`src/rtl/mult_share_arbiter.sv`:
```
// mult_share_arbiter
// Round-robin sharing of one external fixed-point multiplier among NUM_REQ
// requesters. Each accepted request runs IDLE -> EXEC -> RESP -> IDLE: the
// multiplier is enabled during EXEC, and its result is registered and returned
// to the owner as a one-cycle tagged pulse during RESP.
module mult_share_arbiter #(
   parameter int NUM_REQ = 4,
   parameter int ID_W    = 2
) (
   input  logic                  clk,
   input  logic                  rst,
   input  logic [NUM_REQ-1:0]    req_valid,
   input  logic [16*NUM_REQ-1:0] req_op_a,
   input  logic [16*NUM_REQ-1:0] req_op_b,
   output logic [NUM_REQ-1:0]    req_ready,
   output logic [NUM_REQ-1:0]    rsp_valid,
   output logic [ID_W-1:0]       rsp_id,
   output logic [15:0]           rsp_data,
   output logic                  rsp_overflow,
   output logic                  ovf_sticky,
   input  logic                  ovf_clr,
   output logic                  busy,
   output logic                  mul_enable,
   output logic [15:0]           mul_op_a,
   output logic [15:0]           mul_op_b,
   input  logic [15:0]           mul_out,
   input  logic                  mul_overflow
);

   typedef enum logic [1:0] {
      ST_IDLE = 2'd0,
      ST_EXEC = 2'd1,
      ST_RESP = 2'd2
   } state_t;

   state_t               state_q, state_d;
   logic [ID_W-1:0]      rr_ptr_q, rr_ptr_d;
   logic [ID_W-1:0]      owner_q, owner_d;
   logic [15:0]          mul_op_a_q, mul_op_a_d;
   logic [15:0]          mul_op_b_q, mul_op_b_d;
   logic [NUM_REQ-1:0]   rsp_valid_q, rsp_valid_d;
   logic [ID_W-1:0]      rsp_id_q, rsp_id_d;
   logic [15:0]          rsp_data_q, rsp_data_d;
   logic                 rsp_overflow_q, rsp_overflow_d;
   logic                 ovf_sticky_q, ovf_sticky_d;

   logic [15:0]          op_a_arr [NUM_REQ];
   logic [15:0]          op_b_arr [NUM_REQ];
   logic                 win_found;
   logic [ID_W-1:0]      win_idx;

   // Unpack the flat operand buses into one 16-bit word per requester
   for (genvar gi = 0; gi < NUM_REQ; gi++) begin : g_unpack
      assign op_a_arr[gi] = req_op_a[16*gi +: 16];
      assign op_b_arr[gi] = req_op_b[16*gi +: 16];
   end

   // Round-robin search: first valid requester after the last one served
   always_comb begin
      int              cand;
      logic [ID_W-1:0] cand_idx;
      win_found = 1'b0;
      win_idx   = '0;
      cand      = 0;
      cand_idx  = '0;
      for (int off = 1; off <= NUM_REQ; off++) begin
         cand     = (int'(rr_ptr_q) + off) % NUM_REQ;
         cand_idx = ID_W'(cand);
         if (!win_found && req_valid[cand_idx]) begin
            win_found = 1'b1;
            win_idx   = cand_idx;
         end
      end
   end

   // Grant is combinational so the winner sees ready in the same IDLE cycle
   always_comb begin
      req_ready = '0;
      if (state_q == ST_IDLE && win_found) begin
         req_ready = {{(NUM_REQ-1){1'b0}}, 1'b1} << win_idx;
      end
   end

   // Next-state and datapath capture for the three-phase operation
   always_comb begin
      state_d        = state_q;
      rr_ptr_d       = rr_ptr_q;
      owner_d        = owner_q;
      mul_op_a_d     = mul_op_a_q;
      mul_op_b_d     = mul_op_b_q;
      rsp_valid_d    = '0;
      rsp_id_d       = rsp_id_q;
      rsp_data_d     = rsp_data_q;
      rsp_overflow_d = rsp_overflow_q;
      ovf_sticky_d   = ovf_sticky_q;

      // Clear first so a same-edge overflow capture below takes precedence
      if (ovf_clr) begin
         ovf_sticky_d = 1'b0;
      end

      case (state_q)
         ST_IDLE: begin
            if (win_found) begin
               mul_op_a_d = op_a_arr[win_idx];
               mul_op_b_d = op_b_arr[win_idx];
               owner_d    = win_idx;
               rr_ptr_d   = win_idx;
               state_d    = ST_EXEC;
            end
         end
         ST_EXEC: begin
            rsp_data_d     = mul_out;
            rsp_overflow_d = mul_overflow;
            rsp_id_d       = owner_q;
            rsp_valid_d    = {{(NUM_REQ-1){1'b0}}, 1'b1} << owner_q;
            if (mul_overflow) begin
               ovf_sticky_d = 1'b1;
            end
            state_d        = ST_RESP;
         end
         ST_RESP: begin
            state_d = ST_IDLE;
         end
         default: begin
            state_d = ST_IDLE;
         end
      endcase
   end

   // State and result registers; reset abandons any operation in flight
   always_ff @(posedge clk or posedge rst) begin
      if (rst) begin
         state_q        <= ST_IDLE;
         rr_ptr_q       <= ID_W'(NUM_REQ - 1);
         owner_q        <= '0;
         mul_op_a_q     <= '0;
         mul_op_b_q     <= '0;
         rsp_valid_q    <= '0;
         rsp_id_q       <= '0;
         rsp_data_q     <= '0;
         rsp_overflow_q <= 1'b0;
         ovf_sticky_q   <= 1'b0;
      end else begin
         state_q        <= state_d;
         rr_ptr_q       <= rr_ptr_d;
         owner_q        <= owner_d;
         mul_op_a_q     <= mul_op_a_d;
         mul_op_b_q     <= mul_op_b_d;
         rsp_valid_q    <= rsp_valid_d;
         rsp_id_q       <= rsp_id_d;
         rsp_data_q     <= rsp_data_d;
         rsp_overflow_q <= rsp_overflow_d;
         ovf_sticky_q   <= ovf_sticky_d;
      end
   end

   assign busy         = (state_q != ST_IDLE);
   assign mul_enable   = (state_q == ST_EXEC);
   assign mul_op_a     = mul_op_a_q;
   assign mul_op_b     = mul_op_b_q;
   assign rsp_valid    = rsp_valid_q;
   assign rsp_id       = rsp_id_q;
   assign rsp_data     = rsp_data_q;
   assign rsp_overflow = rsp_overflow_q;
   assign ovf_sticky   = ovf_sticky_q;

endmodule

```
`config.mk`:
```
export PLATFORM = sky130hd
export DESIGN_NAME = mult_share_arbiter
export DESIGN_NICKNAME = d
export VERILOG_FILES = /design/src/rtl/mult_share_arbiter.sv
export SDC_FILE = /design/constraint.sdc
export NUM_CORES = 1
export LEC_CHECK = 0
export CAP_MARGIN = 20
export CORE_MARGIN = 8
export CORE_UTILIZATION = 35
export DETAILED_ROUTE_END_ITERATION = 7
export PLACE_DENSITY_LB_ADDON = 0.25
export SLEW_MARGIN = 10
export SYNTH_ARGS = -nofsm -noshare
export SYNTH_HDL_FRONTEND = slang
export SYNTH_SLANG_ARGS = --single-unit
```
`constraint.sdc`:
```
create_clock -name clk -period 4.2 [get_ports clk]
set_clock_uncertainty 0.1 [all_clocks]
set_input_delay 0.63 -clock clk [delete_from_list [all_inputs] [get_ports clk]]
set_output_delay 0.63 -clock clk [all_outputs]
set_load 0.005 [all_outputs]
```
# Word level (Yosys, flattened, before mapping)
# Cells that the tools add are included.
# W data, S select, Z words.
# word_totals
regBits,62
input_bits,152
out_inout_bits,62
wordCells,63
# op_classes
addsub,4
order_cmp,5
n_eq_ne,2
shifts,2
muxes,29
bitwise_logic,1
reduce_logical,10
# ops
operator,count
$bmux W16 S2,2
$mux W16,4
$lt A2 B3 Y1 const B,4
$mux W1,11
$mux W2,5
$bmux W1 S2,4
$mux W4,2
$shl A1 B2 Y4 const A,2
$add A2 B1 Y2 const B,2
$add A2 B2 Y2 const B,2
$logic_and A1 B1 Y1,4
$pmux W2 S2,1
$ge A3 B3 Y1 const B,1
$logic_not A1 Y1,3
$not A2 Y3,1
$eq A2 B1 Y1 const B,1
$logic_not A2 Y1,1
$ne A2 B2 Y1 const B,1
$reduce_and A2 Y1,1
$reduce_bool A2 Y1,1

# Depth between registers and ports, before layout
# Gate-level depths: netlist of the first run.
# logic_depth
word_depth,17
ltp_mapped,8
depth_no_buf,6

# Least setup slack after synthesis of the first run
# OpenSTA, ideal clock, no wires.
# synth_path
kind,input port to output port
from,input port req_valid[1]
to,output port req_ready[1]
arrival_time_ns,1.849
t_required_ns,3.470
setup_slack_ns,1.621
cell_stages,6
path_buffers,2
cell_sequence,buf_2 -> or3_4 -> o21ai_4 -> inv_2 -> clkbuf_1 -> and3_1
# synth_between
elab_chain_cells,14
elab_cells_between_ends,25
classes_between,shift: 1; mux: 17; reduce/logical: 7
# synth_lines
item,line_no,text
from (decl),12,"input logic [NUM_REQ-1:0] req_valid,"
$bmux W1 S2,69,if (!win_found && req_valid[cand_idx]) begin
$mux W1 (not written as such),69,
$mux W1,69,
$logic_not A1 Y1,69,
$logic_and A1 B1 Y1,69,
$mux W1,69,
$logic_not A1 Y1,69,
$logic_and A1 B1 Y1,69,
$mux W1,69,
$logic_not A1 Y1,69,
$logic_and A1 B1 Y1,69,
$mux W2 / $mux W1 (equally long branches),69,
$shl A1 B2 Y4 / $logic_and A1 B1 Y1 (equally long branches),"80, 79",
$mux W4 (*),79,if (state_q == ST_IDLE && win_found) begin
to (decl),15,"output logic [NUM_REQ-1:0] req_ready,"
# Mark *: on every way between the ends. The rest lies on a longest branch, timed or not. The select of a mux whose other input is x is not followed.

# Final worst setup path of the first run
# layout_path
from,input port req_valid[2]
to,output port req_ready[1]
# The elaborated chain is that of the path after synthesis.

==> summary.md, run 1 <==
| Metric | Value |
|---|---|
| Total grt overflow | `0` |
| Routed wire per std cell | `around 18 um` |
| Layout area overhead | `69.9%` |
| Die span in y | `116 um` |
| Psw | `1510 uW` |
| CP startpoint | `req_valid[2]` |
| Slew Limit Fails | `0` |
| Yosys warns | `0` |
| Avg Inst Size Synth | `roughly 9.0 um^2` |
| ANT nets after route | `0` |
| Combinational share of power | `between 50% and 60%` |
| Synth Register Bits | `62` |
| Largest area contributor in the netlist | `dfrtp_1` |
| Pre-Repair DR Iteration Count | `4` |
| Syn_nets | `approximately 540` |
| Crit path launch type | `input pin` |
| # DRC | `0` |
| Share of layout cells above drive strength 1 | `~9%` |
| Dpl hpwl | `10.2 mm` |
| Worst-path maximum fanout | `25` |
| Maxcap violations | `0` |
| Hold_sp | `rsp_data[13]` |
| Cts hold-fix bufs | `0` |
| Final Cell Area | `between 0.005 and 0.006 mm^2` |
| Final Hold Fails | `0` |
| Area after DPL | `between 0.005 and 0.006 mm^2` |
| Relative slew slack | `between 20% and 30%` |
| Post-Syn Area | `between 0.003 and 0.004 mm^2` |
| Vias in the first global route | `just under 4000` |
| Clk buf depth | `2` |
| Root Buffer | `clkbuf_8` |
| Site Rows | `36` |
| Initial antenna violation count | `0` |
| Seq pwr share | `28.9%` |
| Dominant synthesized flop cell | `dfrtp_1` |
| Sw frac | `about two fifths` |
| Reg clk slew, reported paths | `around 0.07 ns` |
| Status | `completed` |
| Die width | `116 um` |
| Setup_tns | `0 ns` |
| Hold WC Path Type | `register to register` |
| Tightest Pin Transition | `between 1 and 1.5 ns` |
| Via-to-Cell Ratio | `5.10` |
| Initial DRC count | `about 180` |
| Pwr/cell area | `~650 mW/mm^2` |
| RePlAce Congestion | `0.785` |
| FILL cells | `875` |
| Synth top area share | `a little over two fifths` |
| Crit-path most repeated cell | `clkdlybuf4s50_1` |
| PortBufs | `~210` |
| WL final | `roughly 13 mm` |
| CTS tree | `yes` |
| TritonCTS Buffers | `9` |
| CP Data Required Time | `3.47 ns` |
| N_diodes | `0` |
| CP max-delay cell | `clkdlybuf4s50_1` |
| Reg2reg start | `rr_ptr_q[0]` |
| Post-layout utilization of the core | `60.8%` |
| Die area | `0.0134 mm^2` |
| Clk sinks | `62` |
| Leak | `0.00256 uW` |
| Total number of vias | `between 3000 and 4000` |
| Critical path arrival | `between 2 and 3 ns` |
| # setup viols final | `0` |
| Top-Level Pins | `about 210` |
| Int Power | `2310 uW` |
| Tmin final | `roughly 3.6 ns` |
| Synth unique cells | `39` |
| Clk pwr share | `between 10% and 20%` |
| Register area share after synthesis | `between 40 and 50%` |
| Initial Util | `~36%` |
| First-pass GRT wire length | `around 20 mm` |
| FMAX | `~280 MHz` |
| Post-CTS Setup Inserts | `0` |
| Unrepaired setup endpoints after global routing | `false` |
| Async set-reset flop share out of synthesis | `between 90% and 100%` |
| CP max stage delay | `around 0.55 ns` |
| Crit-path cells | `clkdlybuf4s50_1, or3_4, o21ai_4, inv_2, and3_1, clkdlybuf4s50_1` |
| Post-Syn Instances | `approximately 390` |
| Maximum vdd drop | `about 0.31 mV` |
| Fin nets | `between 700 and 800` |
| Setup crit end kind | `primary output` |
| Largest net degree at the start of global routing | `41` |
| Tcrit/Tclk final | `86.4%` |
| Critical path class | `input pin to primary output` |
| Post-cts resize count | `0` |
| Most common cell after layout, fill and taps aside | `clkdlybuf4s50_1` |
| Top post-synthesis cells by area | `dfrtp_1 43%, mux2i_1 9.5%, nand2_1 6.8%` |
| Pwr Total | `around 3800 uW` |
| Max H-tree Level | `3` |
| Highest-count cells in the layout ignoring fill and taps | `213 x clkdlybuf4s50_1, 63 x nand2_1, 60 x dfrtp_1, 33 x mux2i_1, 25 x nor2_1` |
| CORE AREA | `slightly below 0.01 mm^2` |
| Number of synthesized flops with an enable pin | `0` |
| Clock Latency Late Sink | `approximately 0.35 ns` |
| Total GRT Usage | `19.2%` |
[routing by layer]
| metal | track usage, % | share of wire [%] |
|---|---|---|
| met5 | 0 | 0 |
| met3 | 6.20 | 7.3 |
| met1 | 20.0 | 37 |
| met4 | 8.56 | 3.1 |
| met2 | 34.7 | 53 |
[state kept, by name, indices dropped and copies added, names as in the netlist]
signal / cells
rr_ptr_q: 2
rsp_id: 2
owner_q: 2
rsp_data: 16
rsp_overflow: 1
rsp_valid: 4
mul_op_b: 16
state_q: 2
ovf_sticky: 1
mul_op_a: 16
[worst paths after layout]
check | endpoint | cells past startpoint | slack (ns)
worst max-delay path | req_ready[1] | 6 | 0.57
worst min-delay path | rsp_data[13] | 2 | 0.38
worst max register to register | mul_op_b[8] | 5 | 1.72
worst min register to register | rsp_data[13] | 2 | 0.38
max in group asynchronous | mul_op_b[14] | 3 | 2.47
min in group asynchronous | rsp_overflow | 2 | 0.66
[synthesized netlist by cell type (10+ instances only)]
master    number
nand2_1       63
nor2_2        17
mux2i_1       33
a21oi_1       20
dfrtp_1       60
a221oi_1      14
o22ai_1       14
a21o_1        19
buf_2         13
nor2_1        25
o21ai_1       14
o31ai_1       18
nand3_1       18
clkbuf_1      10
[worst max-delay path: cells and delay by family]
family                 cells  cell delay, ns
buffers and inverters      3            1.31
and+or+nand+nor            2            0.72
AOI/OAI and AO/OA          1            0.23
[metrics by stage]
step           hold slack (ns)  setup slack, ns  instances
6_report                 0.378            0.571        725
5_1_grt                  0.404            0.420        725
4_1_cts                  0.382            0.584        725
3_5_place_dp             0.362            0.598        709
3_3_place_gp             0.358            0.620        709
2_1_floorplan            0.365             1.62        385
[cell type report]
class                      instances  area (um^2)  share of cell area, %
clock inverter                     7         81.3                   1.38
clock buffer                       9          124                   2.09
multi-input combinational        283         1760                   29.7
tap                              133          166                   2.81
timing repair buffer             222         2200                   37.2
sequential                        62         1550                   26.3
inverter                           9         33.8                  0.571
[logic make-up (layout without fill, tap and decap cells)]
kind of cell           count (synthesis)  after routing  share of synthesized area, %
AND/OR/NAND/NOR                      140            140                          18.4
AO/OA/AOI/OAI                        110            110                          22.1
flip-flops                            62             62                          44.6
buffers and inverters                 40            247                          5.43
multiplexers                          33             33                          9.49
[power groups by stage]
stage / clock network, uW / logic, uW / registers [uW]
detailed placement: 0 / 2200 / 1120
floorplan: 0 / 1200 / 1090
global placement: 0 / 2140 / 1100
CTS: 564 / 2200 / 1110
global route: 592 / 2370 / 1150
finish: 549 / 2170 / 1110
Power figures use the tool's default switching activity.
==> run 2, diff against run 1 <==
--- a/config.mk
+++ b/config.mk
@@ -8,6 +8,7 @@
 export CAP_MARGIN = 20
 export CORE_MARGIN = 8
 export CORE_UTILIZATION = 35
+export CTS_BUF_LIST = sky130_fd_sc_hd__clkbuf_16
 export DETAILED_ROUTE_END_ITERATION = 7
 export PLACE_DENSITY_LB_ADDON = 0.25
 export SLEW_MARGIN = 10
==> run 2 against run 1 <==
Via count rose by 0.54%. Core utilization grew 1.0 points. Sequential power about the same. Fmax about the same. Largest cell class unchanged. Total power up 5.5%. Largest power group unchanged. First-iteration DRC count grew 2.3%. Sequential cell count is the same. Critical endpoint unchanged. Global-route usage is 0.17 points lower. Register-to-register slack better by 0.02 ns. Final cell count unchanged.
==> summary.md, run 2 (same netlist as run 1, synthesis figures left out) <==
| Metric | Value |
|---|---|
| Status | `completed (unchanged)` |
| Via-to-Cell Ratio | `5.13 (was 5.10)` |
| Clock Latency Late Sink | `0.33 ns (was 0.35 ns)` |
| FMAX | `276 MHz (about the same)` |
| Hold WC Path Type | `register to register (unchanged)` |
| Critical path arrival | `2.90 ns (about the same)` |
| Maxcap violations | `0 (unchanged)` |
| Setup crit end kind | `primary output (unchanged)` |
| Initial DRC count | `181 (was 177)` |
| Layout area overhead | `72.8% (was 69.9%)` |
| Total GRT Usage | `19.1% (was 19.2%)` |
| Clk buf depth | `2 (unchanged)` |
| # setup viols final | `0 (unchanged)` |
| Pre-Repair DR Iteration Count | `5 (was 4)` |
| RePlAce Congestion | `0.785 (unchanged)` |
| TritonCTS Buffers | `9 (unchanged)` |
| Die area | `0.0134 mm^2 (unchanged)` |
| Highest-count cells in the layout ignoring fill and taps | `213 x clkdlybuf4s50_1, 63 x nand2_1, 60 x dfrtp_1, 33 x mux2i_1, 25 x nor2_1 (unchanged)` |
| Worst-path maximum fanout | `25 (unchanged)` |
| Setup_tns | `0 ns (unchanged)` |
| FILL cells | `870 (was 875)` |
| Total number of vias | `3720 (was 3700)` |
| Crit path launch type | `input pin (unchanged)` |
| Vias in the first global route | `3971 (was 3943)` |
| Post-CTS Setup Inserts | `0 (unchanged)` |
| Fin nets | `739 (unchanged)` |
| Slew Limit Fails | `0 (unchanged)` |
| Unrepaired setup endpoints after global routing | `false (unchanged)` |
| First-pass GRT wire length | `20.0 mm (about the same)` |
| Clk sinks | `62 (unchanged)` |
| Area after DPL | `0.00571 mm^2 (unchanged)` |
| Multi-input logic area | `0.00176 mm^2 (unchanged)` |
| Share of layout cells above drive strength 1 | `8.78% (unchanged)` |
| Tmin final | `3.63 ns (about the same)` |
| Initial antenna violation count | `0 (unchanged)` |
| Sequential cell area | `0.00155 mm^2 (unchanged)` |
| Final Hold Fails | `0 (unchanged)` |
| PortBufs | `213 (unchanged)` |
| Tightest Pin Transition | `1.12 ns (was 1.10 ns)` |
| CORE AREA | `0.00973 mm^2 (unchanged)` |
| Total grt overflow | `0 (unchanged)` |
| Die width | `116 um (unchanged)` |
| ANT nets after route | `0 (unchanged)` |
| Dpl hpwl | `10.2 mm (unchanged)` |
| Initial Util | `35.8% (unchanged)` |
| Leak | `0.00260 uW (was 0.00256 uW)` |
| Maximum vdd drop | `0.393 mV (was 0.307 mV)` |
| Reg clk slew, reported paths | `0.06 ns (was 0.07 ns)` |
| CP Data Required Time | `3.47 ns (about the same)` |
| Routed wire per std cell | `18.1 um (was 18.2 um)` |
| Relative slew slack | `25.2% (was 26.7%)` |
| WL final | `13.1 mm (was 13.2 mm)` |
| Tcrit/Tclk final | `86.4% (about the same)` |
| Critical path class | `input pin to primary output (unchanged)` |
| Final Cell Area | `0.00602 mm^2 (was 0.00591 mm^2)` |
| Pwr/cell area | `671 mW/mm^2 (was 647 mW/mm^2)` |
| N_diodes | `0 (unchanged)` |
| Largest net degree at the start of global routing | `41 (unchanged)` |
| Root Buffer | `clkbuf_16 (was clkbuf_8)` |
| Top-Level Pins | `214 (unchanged)` |
| # DRC | `0 (unchanged)` |
| Hold Slack | `0.375 ns (was 0.378 ns)` |
| Site Rows | `36 (unchanged)` |
| Cts hold-fix bufs | `0 (unchanged)` |
| Die span in y | `116 um (unchanged)` |
| CTS tree | `yes (unchanged)` |
| Post-cts resize count | `0 (unchanged)` |
| Max H-tree Level | `3 (unchanged)` |
| Most common cell after layout, fill and taps aside | `clkdlybuf4s50_1 (unchanged)` |
## run 2: cell counts in the layout (fill, tap and decap cells not counted)
No cell type changed its count.
## run 2: worst max-delay path, stage by stage
cell and delay [ns]:
clkdlybuf4s50_1 0.56, or3_4 0.46, o21ai_4 0.23, inv_2 0.27, and3_1 0.26, clkdlybuf4s50_1 0.48
## run 2: path summary, 6_finish.rpt
kind                                    from            to  slack [ns]  cells past startpoint
worst max-delay path            req_valid[2]  req_ready[1]        0.57                      6
worst min-delay path             rsp_data[5]   rsp_data[5]        0.38                      2
worst max register to register   rr_ptr_q[0]   mul_op_b[8]        1.74                      5
worst min register to register   rsp_data[5]   rsp_data[5]        0.38                      2
max in group asynchronous                rst  mul_op_b[14]        2.45                      3
min in group asynchronous                rst  rsp_overflow        0.68                      2
## run 2: area by class of cell
cell class	instances	area share, %
multi-input combinational	283	29.2
timing repair buffer	222	36.6
tap	133	2.77
inverter	9	0.562
sequential	62	25.8
clock inverter	7	1.35
clock buffer	9	3.74
## run 2: where the power goes
group	internal (uW)	total (uW)	leakage [uW]	switching, uW
clock network	466	756	0.000147	290
logic	1130	2170	0.00173	1040
registers	900	1110	0.000721	207
## run 2: per-layer routing
layer / GRT usage [%] / wire, um / part of all wire (%)
met1: 19.9 / 4860 / 37
met2: 34.7 / 6880 / 52
met3: 5.78 / 988 / 7.5
met4: 8.38 / 402 / 3.1
met5: 0 / 0 / 0
## run 2: stage by stage
stage	std cells	worst slack (ns)	total power (uW)	utilization (%)
floorplan	385	1.62	2290	-
global placement	709	0.620	3250	58.7
detailed placement	709	0.598	3310	58.7
CTS	725	0.587	4080	61.8
global route	725	0.424	4320	61.8
finish	725	0.572	4040	61.8
==> run 3, diff against run 2 <==
--- a/config.mk
+++ b/config.mk
@@ -5,7 +5,7 @@
 export SDC_FILE = /design/constraint.sdc
 export NUM_CORES = 1
 export LEC_CHECK = 0
-export CAP_MARGIN = 20
+export ABC_CLOCK_PERIOD_IN_PS = 4200
 export CORE_MARGIN = 8
 export CORE_UTILIZATION = 35
 export CTS_BUF_LIST = sky130_fd_sc_hd__clkbuf_16
==> results of run 3 <==
Final layout, timing and power as in run 2 (identical DEF).
